**src/rtl/fifo_pkg.sv**
```systemverilog
// Shared async-FIFO helpers: gray/binary pointer conversions and the read-side occupancy type.
// Used by both the read-side and write-side controllers.
package fifo_pkg;

  // Widest pointer the conversions handle; narrower pointers are zero-extended in and truncated out.
  localparam int PTR_W = 16;

  typedef enum logic [1:0] {
    OCC_EMPTY = 2'd0,
    OCC_ONE   = 2'd1,
    OCC_FULL  = 2'd2
  } occ_t;

  function automatic logic [PTR_W-1:0] bin2gray(input logic [PTR_W-1:0] b);
    return b ^ (b >> 1);
  endfunction

  function automatic logic [PTR_W-1:0] gray2bin(input logic [PTR_W-1:0] g);
    logic [PTR_W-1:0] b;
    b[PTR_W-1] = g[PTR_W-1];
    for (int i = PTR_W - 2; i >= 0; i--) begin
      b[i] = b[i+1] ^ g[i];
    end
    return b;
  endfunction

endpackage

```
**src/rtl/gray_ptr.sv**
```systemverilog
// Binary + gray pointer counter with synchronous active-low reset.
// The gray output is registered directly from the next binary value, so it stays glitch-free for CDC.
module gray_ptr
  import fifo_pkg::*;
#(
  parameter int W = 4
) (
  input  logic         clk,
  input  logic         rst,
  input  logic         inc,
  output logic [W-1:0] bin,
  output logic [W-1:0] gray
);

  logic [W-1:0] bin_nxt;

  assign bin_nxt = bin + W'(1);

  always_ff @(posedge clk) begin
    if (!rst) begin
      bin  <= '0;
      gray <= '0;
    end else if (inc) begin
      bin  <= bin_nxt;
      gray <= W'(bin2gray(PTR_W'(bin_nxt)));
    end
  end

endmodule

```
**src/rtl/fifo_rd_ctrl.sv**
```systemverilog
// Async FIFO read-domain controller: read pointer, empty detect, and a 2-entry FWFT output buffer.
// Optional macro FIFO_RD_LEVEL_EN adds the registered rd_level output (words still in memory).
module fifo_rd_ctrl
  import fifo_pkg::*;
#(
  parameter int ADDR_W = 3,
  parameter int DATA_W = 8
) (
  input  logic              clk,
  input  logic              rst,
  input  logic [ADDR_W:0]   wptr_sync,
  output logic [ADDR_W:0]   rptr_gray,
  output logic              mem_ren,
  output logic [ADDR_W-1:0] mem_raddr,
  input  logic [DATA_W-1:0] mem_rdata,
  output logic [DATA_W-1:0] dout,
  output logic              dout_valid,
  input  logic              dout_ready,
  output logic              empty
`ifdef FIFO_RD_LEVEL_EN
  ,
  output logic [ADDR_W:0]   rd_level
`endif
);

  localparam int PTR_N = ADDR_W + 1;

  logic [ADDR_W:0]   rptr_bin;
  occ_t              occ;
  logic              inflight;
  logic              pop;
  logic [1:0]        lvl;
  logic [DATA_W-1:0] tail_q;
  logic [DATA_W-1:0] head_nxt;
  logic [DATA_W-1:0] tail_nxt;

  gray_ptr #(.W(PTR_N)) u_rptr (
    .clk  (clk),
    .rst  (rst),
    .inc  (mem_ren),
    .bin  (rptr_bin),
    .gray (rptr_gray)
  );

  // Output stream: a word transfers on a cycle where dout_valid && dout_ready; dout_ready is
  // don't-care while dout_valid is low, and dout/dout_valid hold while the consumer stalls.
  assign pop = dout_valid && dout_ready;

  // Buffered + in-flight words after this edge; invariant keeps it at most 2.
  assign lvl = 2'(occ) + {1'b0, inflight} - {1'b0, pop};

  assign empty     = (rptr_gray == wptr_sync);
  assign mem_ren   = rst && !empty && (lvl < 2'd2);
  assign mem_raddr = rptr_bin[ADDR_W-1:0];

  // Capture lands in the first free slot after any pop has shifted the tail to the head.
  always_comb begin
    head_nxt = dout;
    tail_nxt = tail_q;
    if (pop) begin
      head_nxt = tail_q;
    end
    if (inflight) begin
      if (occ == OCC_EMPTY || (occ == OCC_ONE && pop)) begin
        head_nxt = mem_rdata;
      end else begin
        tail_nxt = mem_rdata;
      end
    end
  end

  always_ff @(posedge clk) begin
    if (!rst) begin
      occ        <= OCC_EMPTY;
      inflight   <= 1'b0;
      dout       <= '0;
      tail_q     <= '0;
      dout_valid <= 1'b0;
    end else begin
      occ        <= occ_t'(lvl);
      inflight   <= mem_ren;
      dout       <= head_nxt;
      tail_q     <= tail_nxt;
      dout_valid <= (lvl != 2'd0);
    end
  end

`ifdef FIFO_RD_LEVEL_EN
  logic [ADDR_W:0] wptr_bin;

  assign wptr_bin = PTR_N'(gray2bin(PTR_W'(wptr_sync)));

  always_ff @(posedge clk) begin
    if (!rst) begin
      rd_level <= '0;
    end else begin
      rd_level <= wptr_bin - rptr_bin;
    end
  end
`else
  logic rptr_msb_unused;
  assign rptr_msb_unused = rptr_bin[ADDR_W];
`endif

endmodule

```
**config.mk**
```make
export PLATFORM = sky130hd
export DESIGN_NAME = fifo_rd_ctrl
export DESIGN_NICKNAME = d
export VERILOG_FILES = /design/src/rtl/fifo_pkg.sv /design/src/rtl/gray_ptr.sv /design/src/rtl/fifo_rd_ctrl.sv
export SDC_FILE = /design/constraint.sdc
export NUM_CORES = 1
export LEC_CHECK = 0
export ABC_CLOCK_PERIOD_IN_PS = 3150
export CORE_ASPECT_RATIO = 1.2
export CORE_MARGIN = 4
export CORE_UTILIZATION = 50
export CTS_BUF_LIST = sky130_fd_sc_hd__clkbuf_8
export CTS_CLUSTER_DIAMETER = 150
export DETAILED_ROUTE_END_ITERATION = 10
export PLACE_DENSITY = 0.79
export SYNTH_ARGS = -nofsm -noshare
export SYNTH_HDL_FRONTEND = slang
export SYNTH_HIERARCHICAL = 1
export SYNTH_SLANG_ARGS = --single-unit
```
**constraint.sdc**
```tcl
create_clock -name clk -period 3.15 [get_ports clk]
set_input_delay 0.63 -clock clk [delete_from_list [all_inputs] [get_ports clk]]
set_output_delay 0.63 -clock clk [all_outputs]
set_load 0.01 [all_outputs]
```
==> results of run 1 <==
## synthesized netlist by cell type
cell,n
sky130_fd_sc_hd__nand3_1,8
sky130_fd_sc_hd__a311oi_4,1
sky130_fd_sc_hd__nand3b_1,3
sky130_fd_sc_hd__o21ai_1,2
sky130_fd_sc_hd__dfxtp_1,27
sky130_fd_sc_hd__inv_1,2
sky130_fd_sc_hd__xor2_1,7
sky130_fd_sc_hd__buf_2,3
sky130_fd_sc_hd__o21ai_2,1
sky130_fd_sc_hd__nor4_1,9
sky130_fd_sc_hd__clkbuf_1,1
sky130_fd_sc_hd__mux2i_1,10
sky130_fd_sc_hd__nand2_1,29
sky130_fd_sc_hd__nor2b_1,2
sky130_fd_sc_hd__nand4_1,1
sky130_fd_sc_hd__or3_1,1
sky130_fd_sc_hd__nor2_1,2
sky130_fd_sc_hd__buf_1,1
sky130_fd_sc_hd__and2_1,3
sky130_fd_sc_hd__a311oi_2,7
sky130_fd_sc_hd__buf_6,1
sky130_fd_sc_hd__inv_2,1
sky130_fd_sc_hd__xnor2_1,7
sky130_fd_sc_hd__ha_1,2
sky130_fd_sc_hd__a21boi_2,1
sky130_fd_sc_hd__buf_4,3
sky130_fd_sc_hd__nor3b_1,2
sky130_fd_sc_hd__a21oi_1,1
sky130_fd_sc_hd__a21boi_4,1
## worst max-delay path: cells and delay by family
family	cells	cell delay [ps]
xor+xnor	1	160
simple gates	1	510
buf+inv	2	1060
## layer usage
metal / share of wire (%) / GRT usage, % / vias up
met5: 0 / 0 / -
met4: 1.0 / 4.86 / 0
met3: 4.2 / 2.99 / 4
met2: 50 / 33.9 / 31
met1: 44 / 24.4 / 554
li1: - / - / 558
## area by class of cell
type                       instances  area (µm²)
multi-input combinational        100         732
timing repair buffer              40         379
fill                             206         802
inverter                           3        11.3
clock inverter                     1        5.00
clock buffer                       3        41.3
tap                               33        41.3
sequential                        27         541
## repair_timing
action	CTS	global route
gates resized for setup	2	0
hold buffers	0	0
setup endpoints to repair	1	0
## kinds of logic after synthesis
group | count (synthesis) | synth area share [%]
xor gates and xnor gates | 14 | 9.18
and+or+nand+nor | 60 | 22.0
muxes | 10 | 7.50
adders and majority gates | 2 | 1.87
buffers and inverters | 12 | 5.06
DFF | 27 | 40.5
AOI/OAI and AO/OA | 14 | 13.9
## worst paths after layout
kind                 from             to  slack, ps  cells after the start
min reg2reg     tail_q[6]      tail_q[6]        470                      2
max reg2reg      inflight  u_rptr/bin[3]       1100                     10
min             tail_q[6]      tail_q[6]        470                      2
max          wptr_sync[1]          empty        160                      4
## where the power goes
part	total (µW)	internal, µW	switching [µW]
Sequential	543	453	90.6
Combinational	692	365	327
Clock	194	88.6	105
## registers in the layout, indices dropped and copies added, names as in the netlist
name / count
u_rptr/bin: 4
occ: 2
tail_q: 8
u_rptr/gray: 3
dout: 8
dout_valid: 1
inflight: 1
## per-stage QoR
step                      cells  util, %  hold WS, ps
final                       207     68.6          472
after floorplan             139        -          438
after global routing        207     68.6          496
after detailed placement    203     66.6          463
after CTS                   207     68.6          474
after global placement      203     66.6          446
==> results.sh, run 1 <==
export IMPL_worstPathCellList="clkdlybuf4s50_1 -> xor2_1 -> nor4_1 -> clkdlybuf4s50_1"
export IMPL_mostFrequentLayoutCells="31 x sky130_fd_sc_hd__clkdlybuf4s50_1, 29 x sky130_fd_sc_hd__nand2_1, 27 x sky130_fd_sc_hd__dfxtp_1"
export IMPL_layout_commonest_cell="sky130_fd_sc_hd__clkdlybuf4s50_1"
export IMPL_syn_area_um2=1340
export IMPL_final_design_area_no_fill_um2=1750
export IMPL_place_hpwl_um=2270
export IMPL_end_kind="output port"
export IMPL_cts_tree="built"
export IMPL_worst_hold_path_type="reg2reg"
export IMPL_floorplan_die_area_um2=3560
export IMPL_drt_wirelength_per_cell_um=14.5
export IMPL_worst_path_max_delay_cell="sky130_fd_sc_hd__clkdlybuf4s50_1"
export IMPL_finalPower_uw=1430
export IMPL_cts_sinks=27
export IMPL_clock_fmax_mhz=334
export IMPL_synthDominantCellAreaShare_pct=40.5
export IMPL_clock_insertion_delay_worst_skew_ps=270
export IMPL_synthTopCellsByArea="sky130_fd_sc_hd__dfxtp_1 40%, sky130_fd_sc_hd__nand2_1 8.2%, sky130_fd_sc_hd__a311oi_2 7.9%"
export IMPL_detailedPlace_worstSlack_ps=-180
export IMPL_post_cts_buffers=0
export IMPL_synthToLayoutAreaGrowth_pct=31.1
export IMPL_ant_nets=0
export IMPL_cts_buffers=3
export IMPL_mappedNetlistNets=156
export IMPL_critical_path_most_common_cell="sky130_fd_sc_hd__clkdlybuf4s50_1"
export IMPL_io_pin_count=33
export IMPL_overflow=0
export IMPL_ir_worst_vdd_uv=517
export IMPL_fin_crit_sh_pct=95.0
export IMPL_detail_route_iter0_violations=20
export IMPL_run_status="complete, no violations"
export IMPL_first_global_vias=1205
export IMPL_finalMaxSlewViolations=0
export IMPL_routed_via_count=1147
export IMPL_io_buffers=32
export IMPL_clkSlewWorstSetupHoldPaths_ps=90
export IMPL_drt_pre_antenna_iters=4
export IMPL_worst_path_max_fanout=3
export IMPL_placed_area_um2=1700
export IMPL_synth_sequential_area_ratio_pct=40.5
export IMPL_hold_viol_final=0
export IMPL_worst_path_required_time_ps=2520
export IMPL_die_y_um=64.6
export IMPL_finish_net_count=192
export IMPL_drc=0
export IMPL_netlist_top_cell_by_area="sky130_fd_sc_hd__dfxtp_1"
export IMPL_grt_pass1_wl_um=5290
export IMPL_power_per_cell_area_nw_per_um2=817
export IMPL_cts_htree_levels=1
export IMPL_cell_variety_after_synth=29
export IMPL_ctsRootBufferMaster="sky130_fd_sc_hd__clkbuf_8"
export IMPL_final_setup_violations=0
export IMPL_detail_route_vias_per_cell=5.54
export IMPL_ys_warn_count=6
export IMPL_timing_max_cap_violations=0
export IMPL_groute_usage_overall_pct=19.5
export IMPL_timing_critical_path_arrival_ps=2360
export IMPL_leakage_uw=0.000692
export IMPL_finalSetupTns_ps=0
export IMPL_drive_above_1_share_pct=14.4
export IMPL_worst_path_setup_slack_after_routing_ps=157
export IMPL_start_util_pct=52.3
export IMPL_core_area_um2=2550
export IMPL_yosys_register_bits=27
export IMPL_worst_slew_margin_relative_to_its_limit_pct=62.1
export IMPL_fp_row_count=20
export IMPL_antenna_violations_before_repair=0
export IMPL_die_x_um=55.2
export IMPL_grt_max_degree=25
export IMPL_cts_root_to_sink_buffers=2
export IMPL_worst_clock_skew_ps=2.06
export IMPL_timing_critical_path_slowest_cell_delay_ps=640
export IMPL_worst_setup_path_start_kind="input pin"
export IMPL_count_of_antenna_diodes_in_the_layout=0
export IMPL_routability_congestion_estimate_from_global_placement=0.784
export IMPL_drt_total_wl_um=3010
export IMPL_worst_pin_slew_ps=568
export IMPL_post_route_min_period_ps=2990
export IMPL_rsz_0062_raised_after_global_routing="no"
export IMPL_avgSynthCellArea_um2=9.60
export IMPL_netlist_instances=139
export IMPL_setup_worst_path_class="in2out"
Power figures use the tool's default switching activity.
==> run 2: changes to the inputs <==
--- a/config.mk
+++ b/config.mk
@@ -5,14 +5,15 @@
 export SDC_FILE = /design/constraint.sdc
 export NUM_CORES = 1
 export LEC_CHECK = 0
+export ABC_AREA = 1
 export ABC_CLOCK_PERIOD_IN_PS = 3150
 export CORE_ASPECT_RATIO = 1.2
 export CORE_MARGIN = 4
-export CORE_UTILIZATION = 50
+export CORE_UTILIZATION = 52
 export CTS_BUF_LIST = sky130_fd_sc_hd__clkbuf_8
 export CTS_CLUSTER_DIAMETER = 150
 export DETAILED_ROUTE_END_ITERATION = 10
-export PLACE_DENSITY = 0.79
+export PLACE_DENSITY = 0.8
 export SYNTH_ARGS = -nofsm -noshare
 export SYNTH_HDL_FRONTEND = slang
 export SYNTH_HIERARCHICAL = 1
==> results.sh, run 2 <==
export IMPL_count_of_antenna_diodes_in_the_layout=0
export IMPL_timing_critical_path_arrival_ps=2050
export IMPL_cell_variety_after_synth=25
export IMPL_worstHoldPathCells=2
export IMPL_clkSlewWorstSetupHoldPaths_ps=90
export IMPL_post_route_min_period_ps=2680
export IMPL_timing_max_cap_violations=0
export IMPL_avgSynthCellArea_um2=6.56
export IMPL_cts_htree_levels=1
export IMPL_io_pin_count=33
export IMPL_run_status="complete, no violations"
export IMPL_fp_row_count=21
export IMPL_crit_reg2reg_capture="u_rptr/gray[0]"
export IMPL_drive_above_1_share_pct=8.11
export IMPL_grt_max_degree=22
export IMPL_ir_worst_vdd_uv=593
export IMPL_ant_nets=0
export IMPL_die_y_um=66.6
export IMPL_finalSetupTns_ps=0
export IMPL_worstPathCellList="clkdlybuf4s50_1 -> xnor2_1 -> nand2_1 -> nor2_1 -> clkdlybuf4s50_1"
export IMPL_mappedNetlistNets=244
export IMPL_place_hpwl_um=2190
export IMPL_critical_path_most_common_cell="sky130_fd_sc_hd__clkdlybuf4s50_1"
export IMPL_worst_clock_skew_ps=8.94
export IMPL_cts_buffers=3
export IMPL_worst_pin_slew_ps=394
export IMPL_io_buffers=32
export IMPL_finalMaxSlewViolations=0
export IMPL_cp_top_family="buffers and inverters"
export IMPL_critical_path_reg2reg_startpoint="inflight"
export IMPL_detail_route_vias_per_cell=4.87
export IMPL_synthDominantCellAreaShare_pct=36.3
export IMPL_worst_setup_path_start_kind="input pin"
export IMPL_critical_path_buf_inv_count=2
export IMPL_post_synth_most_frequent_cells="72 x sky130_fd_sc_hd__nand2_1, 34 x sky130_fd_sc_hd__nor2_1, 29 x sky130_fd_sc_hd__inv_1, 27 x sky130_fd_sc_hd__dfxtp_1, 23 x sky130_fd_sc_hd__nand3_1"
export IMPL_mostFrequentLayoutCells="72 x sky130_fd_sc_hd__nand2_1, 34 x sky130_fd_sc_hd__nor2_1, 30 x sky130_fd_sc_hd__clkdlybuf4s50_1"
export IMPL_worst_hold_slack_ps=494
export IMPL_die_x_um=56.9
export IMPL_worst_path_max_fanout=3
export IMPL_synthToLayoutAreaGrowth_pct=25.0
export IMPL_finalPower_uw=1770
export IMPL_reg_largest_list="dout: 8 flops, tail_q: 8 flops, u_rptr/bin: 4 flops"
export IMPL_drt_total_wl_um=3030
export IMPL_cts_hold_repair_buffers=0
export IMPL_timing_critical_path_slowest_cell_delay_ps=580
export IMPL_clock_insertion_delay_worst_skew_ps=270
export IMPL_floorplan_die_area_um2=3790
export IMPL_netlist_top_cell_by_area="sky130_fd_sc_hd__dfxtp_1"
export IMPL_worstHoldEndpoint="tail_q[0]"
export IMPL_overflow=0
export IMPL_cts_root_to_sink_buffers=2
export IMPL_rr_worst_depth=14
export IMPL_drc=0
export IMPL_worst_path_required_time_ps=2520
export IMPL_power_per_cell_area_nw_per_um2=950
export IMPL_synth_sequential_area_ratio_pct=36.3
export IMPL_layout_commonest_cell="sky130_fd_sc_hd__nand2_1"
export IMPL_async_flop_share_pct=0
export IMPL_leakage_uw=0.000933
export IMPL_synth_top_flop_cell="sky130_fd_sc_hd__dfxtp_1"
export IMPL_hold_path_startpoint="tail_q[0]"
export IMPL_setup_worst_path_class="in2out"
export IMPL_syn_area_um2=1490
export IMPL_end_kind="output port"
export IMPL_synthTopCellsByArea="sky130_fd_sc_hd__dfxtp_1 36%, sky130_fd_sc_hd__nand2_1 18%, sky130_fd_sc_hd__nor2_1 8.6%"
export IMPL_synth_most_common_cell="sky130_fd_sc_hd__nand2_1"
export IMPL_cts_tree="built"
export IMPL_worst_r2r_setup_slack_ps=1070
export IMPL_post_route_util_pct=67.5
export IMPL_yosys_register_bits=27
export IMPL_cts_sinks=27
export IMPL_hold_viol_final=0
export IMPL_worst_hold_path_type="reg2reg"
export IMPL_detail_route_iter0_violations=56
export IMPL_routed_via_count=1428
export IMPL_antenna_violations_before_repair=0
export IMPL_first_global_vias=1260
export IMPL_rsz_0062_raised_after_global_routing="no"
export IMPL_synth_edf_count=0
export IMPL_groute_usage_overall_pct=16.8
export IMPL_start_util_pct=54.0
export IMPL_drt_pre_antenna_iters=4
export IMPL_worst_path_max_delay_cell="sky130_fd_sc_hd__clkdlybuf4s50_1"
export IMPL_worst_slew_margin_relative_to_its_limit_pct=73.7
export IMPL_netlist_instances=227
export IMPL_finish_net_count=277
export IMPL_final_setup_violations=0
export IMPL_fin_crit_sh_pct=85.0
export IMPL_routability_congestion_estimate_from_global_placement=0.796
export IMPL_drt_wirelength_per_cell_um=10.3
export IMPL_core_area_um2=2760
export IMPL_grt_pass1_wl_um=5100
export IMPL_ys_warn_count=6
export IMPL_clock_fmax_mhz=374
export IMPL_ctsRootBufferMaster="sky130_fd_sc_hd__clkbuf_8"
## run 2: cell count changes after synthesis, sizes merged, moves of 3 or more
cell    before  now
nand2       29   77
nor2         2   35
inv          3   31
nand3        8   25
mux2i       10    0
nor4         9    0
a21oi        1    9
a311oi       8    0
xor2         7    0
xnor2        7    3
and2         3    0
nand3b       3    0
## run 2: area by class of cell
class | count | area [µm²]
Fill cell | 255 | 896
Timing Repair Buffer | 39 | 374
Multi-Input combinational cell | 158 | 738
Tap cell | 34 | 42.5
Sequential cell | 27 | 541
Inverter | 31 | 119
Clock buffer | 3 | 41.3
Clock inverter | 1 | 7.51
## run 2: worst reg2reg max path, stage by stage (launching register included)
cell,delay (ps)
sky130_fd_sc_hd__dfxtp_1,570
sky130_fd_sc_hd__inv_1,70
sky130_fd_sc_hd__nand3_1,100
sky130_fd_sc_hd__nand2_1,60
sky130_fd_sc_hd__ha_1,210
sky130_fd_sc_hd__nand2_1,70
sky130_fd_sc_hd__nand2_1,40
sky130_fd_sc_hd__nand2_1,60
sky130_fd_sc_hd__nand3_1,100
sky130_fd_sc_hd__nor2_1,140
sky130_fd_sc_hd__buf_4,190
sky130_fd_sc_hd__inv_4,60
sky130_fd_sc_hd__nor2_4,110
sky130_fd_sc_hd__nor2_1,60
sky130_fd_sc_hd__a211oi_1,170
## run 2: repair_timing
item,4_1_cts,5_1_grt
cloned,0,0
gates resized for setup,1,1
setup buffers,0,0
endpoints found under the setup margin,1,1
## run 2: cells by family after synthesis
kind of cell	after synthesis	synth area share, %
DFF	27	36.3
AOI/OAI and AO/OA	13	4.79
buffers and inverters	42	14.2
adders and majority gates	2	1.68
xor gates and xnor gates	3	1.76
and+or+nand+nor	140	41.3
## run 2: layer usage
metal / share of wire (%) / up-vias / global-route usage (%)
li1: - / 757 / -
met1: 46 / 643 / 19.7
met2: 49 / 26 / 31.5
met3: 4.7 / 2 / 2.52
met4: 0.63 / 0 / 4.35
met5: 0 / - / 0
## run 2: metrics by stage
step           instance area [µm²]  instances  setup WS [ps]
2_1_floorplan                 1490        227            756
3_3_place_gp                  1810        289          -36.1
3_5_place_dp                  1810        289          -89.0
4_1_cts                       1860        293            180
5_1_grt                       1860        293            315
6_report                      1860        293            473
## run 2: how the worst max path moves through the flow
stage	startpoint	slack, ps	cells past startpoint	endpoint
after floorplan	dout_ready	760	12	mem_ren
after global placement	dout_ready	-40	11	mem_ren
after detailed placement	dout_ready	-90	11	mem_ren
after CTS	dout_ready	180	11	mem_ren
after global routing	inflight	310	10	mem_ren
final	wptr_sync[2]	470	5	empty
## run 2: where the power goes
| part | leakage (µW) | internal (µW) | switching (µW) |
|---|---|---|---|
| combinational | 0.000689 | 434 | 508 |
| sequential | 0.000223 | 486 | 139 |
| clock | 0.0000217 | 89.8 | 113 |
| total | 0.000933 | 1010 | 759 |
